<file path="config.mk">
export PLATFORM = sky130hd
export DESIGN_NAME = clint_timer
export DESIGN_NICKNAME = d
export VERILOG_FILES = /design/src/rtl/clint_timer.sv
export SDC_FILE = /design/constraint.sdc
export NUM_CORES = 1
export LEC_CHECK = 0
export CORE_ASPECT_RATIO = 2
export CORE_MARGIN = 3
export CORE_UTILIZATION = 30
export DETAILED_ROUTE_END_ITERATION = 10
export PLACE_DENSITY = 0.49
export SLEW_MARGIN = 20
export SYNTH_ARGS = -nofsm -noshare
export SYNTH_HDL_FRONTEND = slang
export SYNTH_SLANG_ARGS = --single-unit
export TNS_END_PERCENT = 10
</file>
<file path="constraint.sdc">
create_clock -name clk_i -period 5.35 [get_ports clk_i]
set_input_delay 1.605 -clock clk_i [delete_from_list [all_inputs] [get_ports clk_i]]
set_output_delay 1.605 -clock clk_i [all_outputs]
set_load 0.01 [all_outputs]
</file>
<file path="src/rtl/clint_timer.sv">
// rtl/clint_timer.sv - core-local timer (mtime/mtimecmp) and software interrupt on a req/ack bus
module clint_timer #(
  parameter int ADDR_WIDTH = 32,
  parameter int DATA_WIDTH = 32,
  parameter int PRESCALE_W = 16
) (
  input  logic                  clk_i,
  input  logic                  rst_i,
  input  logic                  req_i,
  input  logic                  we_i,
  input  logic [ADDR_WIDTH-1:0] addr_i,
  input  logic [DATA_WIDTH-1:0] wdata_i,
  output logic                  ack_o,
  output logic [DATA_WIDTH-1:0] rdata_o,
  output logic                  timer_interrupt_o,
  output logic                  software_interrupt_o
);

  localparam logic [2:0] OFF_MTIME_LO    = 3'd0;
  localparam logic [2:0] OFF_MTIME_HI    = 3'd1;
  localparam logic [2:0] OFF_MTIMECMP_LO = 3'd2;
  localparam logic [2:0] OFF_MTIMECMP_HI = 3'd3;
  localparam logic [2:0] OFF_MSIP        = 3'd4;
  localparam logic [2:0] OFF_CTRL        = 3'd5;

  logic [63:0]           mtime;
  logic [63:0]           mtimecmp;
  logic [31:0]           hi_shadow;
  logic                  msip;
  logic                  en;
  logic [PRESCALE_W-1:0] presc;
  logic [PRESCALE_W-1:0] cnt;

  logic                  accept;
  logic                  wr;
  logic                  rd;
  logic                  tick;
  logic [2:0]            off;
  logic [DATA_WIDTH-1:0] rd_word;
  logic                  unused_addr;

  assign accept      = req_i && !ack_o;
  assign wr          = accept && we_i;
  assign rd          = accept && !we_i;
  assign off         = addr_i[4:2];
  assign tick        = en && (cnt == presc);
  assign unused_addr = ^{addr_i[ADDR_WIDTH-1:5], addr_i[1:0]};

  // MTIME_HI returns the shadow captured by the last MTIME_LO read, so LO-then-HI is atomic
  always_comb begin
    rd_word = '0;
    case (off)
      OFF_MTIME_LO:    rd_word = DATA_WIDTH'(mtime[31:0]);
      OFF_MTIME_HI:    rd_word = DATA_WIDTH'(hi_shadow);
      OFF_MTIMECMP_LO: rd_word = DATA_WIDTH'(mtimecmp[31:0]);
      OFF_MTIMECMP_HI: rd_word = DATA_WIDTH'(mtimecmp[63:32]);
      OFF_MSIP:        rd_word = DATA_WIDTH'(msip);
      OFF_CTRL:        rd_word = DATA_WIDTH'({presc, en});
      default:         rd_word = '0;
    endcase
  end

  always_ff @(posedge clk_i) begin
    if (rst_i) begin
      mtime                <= '0;
      mtimecmp             <= '1;
      hi_shadow            <= '0;
      msip                 <= 1'b0;
      en                   <= 1'b1;
      presc                <= '0;
      cnt                  <= '0;
      ack_o                <= 1'b0;
      rdata_o              <= '0;
      timer_interrupt_o    <= 1'b0;
      software_interrupt_o <= 1'b0;
    end else begin
      ack_o                <= accept;
      rdata_o              <= rd ? rd_word : '0;
      timer_interrupt_o    <= (mtime >= mtimecmp);
      software_interrupt_o <= msip;

      if (rd && off == OFF_MTIME_LO) hi_shadow <= mtime[63:32];

      // a bus write to either half wins over the tick in the same cycle
      if (wr && off == OFF_MTIME_LO)      mtime[31:0]  <= wdata_i[31:0];
      else if (wr && off == OFF_MTIME_HI) mtime[63:32] <= wdata_i[31:0];
      else if (tick)                      mtime        <= mtime + 64'd1;

      if (wr && off == OFF_MTIMECMP_LO) mtimecmp[31:0]  <= wdata_i[31:0];
      if (wr && off == OFF_MTIMECMP_HI) mtimecmp[63:32] <= wdata_i[31:0];
      if (wr && off == OFF_MSIP)        msip            <= wdata_i[0];

      if (wr && off == OFF_CTRL) begin
        en    <= wdata_i[0];
        presc <= wdata_i[PRESCALE_W:1];
        cnt   <= '0;
      end else if (en) begin
        cnt <= tick ? '0 : cnt + PRESCALE_W'(1);
      end
    end
  end

endmodule

</file>
Yosys cells after proc, flatten, opt, wreduce, memory -nomap -nowiden
Cells that the tools add are included.

operators by class
  shift operators = 0
  $lt $le $gt $ge = 1
  mux-type cells = 6
  add/subtract/negate cells = 2
  bitwise logic cells = 2
  $mul = 0
  equal/unequal tests = 7
  reduce and logical (&&, ||, !) cells = 20
  div/mod/pow operators = 0

operator list
  kind                     count
  $pmux W32 S6             1
  $mux W32                 3
  $add A64 B1 Y64 const B  1
  $ge A64 B64 Y1           1
  $mux W64                 1
  $add A16 B1 Y16 const B  1
  $eq A16 B16 Y1           1
  $mux W16                 1
  $logic_and A1 B1 Y1      11
  $eq A3 B2 Y1 const B     2
  $eq A3 B3 Y1 const B     2
  $reduce_and A2 Y1        2
  $reduce_bool A2 Y1       2
  $reduce_or A2 Y1         2
  $eq A3 B1 Y1 const B     1
  $logic_not A3 Y1         1
  $logic_not A1 Y1         2
  $ne A2 B2 Y1 const B     1
  $not A1 Y1               2

word-level totals
  memories = 0
  bits in latches = 0
  register bits = 229
  input port bits = 68
  output and inout bits = 35
  bits in read-only memories = 0
  word-level logic and storage cells = 51
  RAM bits = 0

Longest topological paths before layout
  word-level depth = 6
  depth in mapped cells = 9
  mapped depth without buffers = 9

Worst setup path after synthesis
No wires, ideal clock.

  path kind = input to register
  start = input port addr_i[3]
  end = register mtime[34]
  setup slack = 1,971 ps
  library setup time = 70 ps
  path buffers = 3
  arrival = 3,308 ps
  stages on the path = 9
  data required time = 5,280 ps
  path through = clkbuf_1 > nor2_1 > nand3b_1 > nand4_1 > o21ai_0 > clkbuf_1 > clkbuf_1 > nand2_1 > a21oi_1

between the ends
  cells in the longest elaborated chain, start to end = 4
  elaborated cells between the ends (all ways) = 8
  those cells by class = eq/ne (1); mux (1); bitwise (1); reduce/logical (5)

ends and longest elaborated chain
  what                                                               RTL line  text
  start, declared                                                    11        input logic [ADDR_WIDTH-1:0] addr_i,
  $eq A3 B1 Y1 / $logic_not A3 Y1 (equally long branches)            86, 85
  $logic_and A1 B1 Y1, on equally long branches                      86, 85
  $reduce_bool A2 Y1 (no line) / $not A1 Y1 (equally long branches)  n/a
  $reduce_and A2 Y1 (no line)                                        n/a
  end signal, assigned                                               86        else if (wr && off == OFF_MTIME_HI) mtime[63:32] <= wdata_i[31:0];
  end signal, assigned                                               87        else if (tick) mtime <= mtime + 64'd1;
  end, declared                                                      26        logic [63:0] mtime;

Several ways; a longest one is shown, not always the timed one.
A chain may end at the register's enable or synchronous reset.

Worst setup path in the final report
  start = input port we_i
  end = register mtime[19]

between the ends
  cells in the longest elaborated chain, start to end = 4
  elaborated cells between the ends (all ways) = 7
  those cells by class = eq/ne (1); mux (1); reduce/logical (5)

ends and longest elaborated chain
  what                                                                 RTL line  text
  start, declared                                                      10        input logic we_i,
  $logic_and A1 B1 Y1 (*)                                              43        assign wr = accept && we_i;
  $logic_and A1 B1 Y1, on equally long branches                        85, 86
  $ne A2 B2 Y1 (no line) / $reduce_bool A2 Y1 (equally long branches)  n/a
  $reduce_and A2 Y1 (no line)                                          n/a
  end signal, assigned                                                 85        if (wr && off == OFF_MTIME_LO) mtime[31:0] <= wdata_i[31:0];
  end signal, assigned                                                 87

Every way passes the cells marked *; elsewhere a longest branch is shown, timed or not.

==> results.yml <==
placement:
  finalWeightedCongestion: 0.892
  dpl.hpwl_um: 35700
  detailed_place.area_mm2: 0.0137
  buffer_ports.inserted: 73
cts:
  insertion_delay_ns: 0.54
  postCtsSetupBuffers: 0
  cts.sink_count: 229
  clock_tree.buffer_depth: 3
  ctsResizeCount: 0
  cts.htree.levels: 1
  cts-buffers-inserted: 24
  tritoncts_clock_tree: "done"
  clkTransAtPathRegs_ns: 0.06
  holdBufCountCts: 0
  clk_root_buffer_cell: "clkbuf_16"
layout:
  layout.filler_cells: 4327
  finish.instance_area_mm2: 0.0145
  layout_commonest_cell: "nand2_1"
  top_library_cells_by_usage_in_the_layout_fill_and_taps_aside: "nand2_1, dfxtp_1, nor2_1"
  post_route_cells_drive_above_1_share: 0.0618
  area_growth_pct: 16.8
  seqCellArea_mm2: 0.00458
  number_of_diodes_added_for_antenna_fixing: 0
  nets: 1752
  area_occupied_by_multi_input_gates_mm2: 0.00717
power_and_ir_drop:
  power_switching_mw: 1.12
  internal-power_mw: 2.95
  power.static_leakage_nw: 5.87
  p_per_area_mw_per_mm2: 281
  power.ir.vdd_worst_v: 0.000243
  switching_share: 0.275
  power.share.clock: 0.444
  logic_pwr_share: 0.117
  sequentialPowerShare: 0.439
route:
  routed_via_density: 5.40
  drt_pre_antenna_iters: 6
  route.final.wire_length_um: 48000
  post-route-drc-count: 0
  average_wire_length_per_cell_after_detail_routing_um: 22.2
  detailedRoute.firstIterationViolations: 894
  drt.antenna.violating_nets: 0
  dr_total_vias: 11700
critical_path:
  critical_path.max_stage_delay_ns: 0.52
  max_fanout_on_critical_path: 22
  arrival_worst_endpoint_ns: 4.39
  slowest_stage: "clkdlybuf4s50_1"
  crit_type: "in2reg"
  timing.critical_path.cells: "clkdlybuf4s50_1, nand3b_1, nor2_1, nand2_1, nand3_1, buf_4, mux2i_1, a2111oi_0"
  critical_path.startpoint_type: "input pin"
  critPathCaptureType: "register"
  required_ns: 5.77
grt:
  grt_pass1_vias: 11500
  global_route.usage.total: 0.215
  grt_pass1_wl_um: 72100
  grt_start_max_net_pins: 116
  antenna_found_initial: 0
  grt_remaining_overflow: 0
floorplan:
  die_width_um: 150
  top_level_ports: 103
  die-height_um: 294
  initial_utilization: 0.305
  design.die.area_mm2: 0.0440
  number_of_standard_cell_rows_in_the_floorplan: 104
  area_inside_the_core_boundary_mm2: 0.0406
sta:
  max_clock_freq_mhz: 252
  final.min_clock_period_ns: 3.97
  finalClockSkew_ns: 0.0112
  total_negative_setup_slacks_ns: 0
  final_max_slew_viol_count: 0
  period_share: 0.743
  relative_slew_slack: 0.354
  hold_violations: 0
  worst_slew_pin_slew_ns: 0.961
  grt_setup_unrepaired: "false"
  setup_viol: 0
run:
  timing.max_cap.violations: 0
logic_synthesis:
  syn-num-nets: 1725
  post_synth_instance_area_mm2: 0.0124
  synth_top_flop_cell: "dfxtp_1"
  netlist-cell-type-count: 60
  seq_area_frac_synth: 0.370
  ys_seq_elements: 229
  synthesis.instances: 1591
  synth_area_per_cell_um2: 7.79
  synthesis.yosys.warnings: 0
  synth-edff-count: 0
  synth-async-reset-ratio: 0
outcome:
  status: "completed"
min_path:
  holdCritPathClass: "reg2reg"
-- cell type report --
| class | count | area share |
|---|---|---|
| tap | 530 | 0.0458 |
| sequential | 229 | 0.317 |
| timing repair buffer | 101 | 0.0655 |
| inverter | 75 | 0.0194 |
| multi-input combinational | 1187 | 0.495 |
| clock buffer | 30 | 0.0473 |
| clock inverter | 13 | 0.0100 |
-- cells by family after synthesis --
kind of cell,share of synthesized area
DFF,0.370
muxes,0.0337
xor gates and xnor gates,0.0410
adders and majority gates,0.0666
buffers and inverters,0.0532
and+or+nand+nor,0.261
AOI/OAI and AO/OA,0.175
-- power groups by stage --
stage	Combinational [mW]	Sequential, mW	Clock, mW
after floorplan	0.268	1.80	0
after global placement	0.470	1.82	0
after detailed placement	0.473	1.82	0
after CTS	0.475	1.78	1.86
after global routing	0.511	1.79	1.92
final	0.476	1.79	1.81
-- sequential cells by signal (all words and copies together) (netlist names) --
name                  cells
ack_o                     1
presc                    16
mtime                    64
software_interrupt_o      1
en                        1
msip                      1
hi_shadow                32
cnt                      16
rdata_o                  32
mtimecmp                 64
timer_interrupt_o         1
-- critical path, delay by kind of cell --
kind	cells	cell delay, ns
and+or+nand+nor	4	1.40
AOI/OAI and AO/OA	1	0.39
muxes	1	0.12
buffers and inverters	2	0.85
-- cell usage after synthesis (all sizes together) (27+ instances only) --
cell	instances	area (um^2)
nand3b	37	278
ha	66	826
a21oi	138	691
inv	75	282
clkbuf	83	312
nand3	41	210
nand2	269	1010
nor2	177	664
a22oi	27	203
xnor2	34	298
o21ai	56	280
nor3	37	190
nand4	38	238
a211o	35	307
dfxtp	229	4580
-- through the flow --
step                      hold WS, ns  utilization  total power, mW  cells  setup slack [ns]
final                           0.453        0.357             4.07   2165              1.38
after global routing            0.474        0.357             4.22   2165              1.24
after CTS                       0.454        0.357             4.11   2165              1.45
after detailed placement        0.446        0.336             2.30   2122             0.894
after global placement          0.441        0.336             2.29   2122             0.935
after floorplan                 0.432            -             2.07   1591              1.97
-- per-layer routing --
metal | share of wire | track usage | vias up | wire length, um
met3 | 0.042 | 0.0235 | 94 | 2040
met1 | 0.36 | 0.225 | 5631 | 17200
li1 | - | - | 5612 | -
met4 | 0.047 | 0.0916 | 0 | 2250
met2 | 0.55 | 0.424 | 349 | 26500
met5 | 0 | 0 | - | 0
-- final timing paths --
kind	from	endpoint	slack, ns	depth (start not counted)
hold reg to reg	hi_shadow[5]$_SDFFE_PP0P_	hi_shadow[5]$_SDFFE_PP0P_	0.45	2
setup / recovery	we_i	mtime[19]$_SDFFE_PP0P_	1.38	8
hold / removal	hi_shadow[5]$_SDFFE_PP0P_	hi_shadow[5]$_SDFFE_PP0P_	0.45	2
setup reg to reg	mtime[1]$_SDFFE_PP0P_	mtime[52]$_SDFFE_PP0P_	1.81	8
Power figures use the tool's default switching activity.
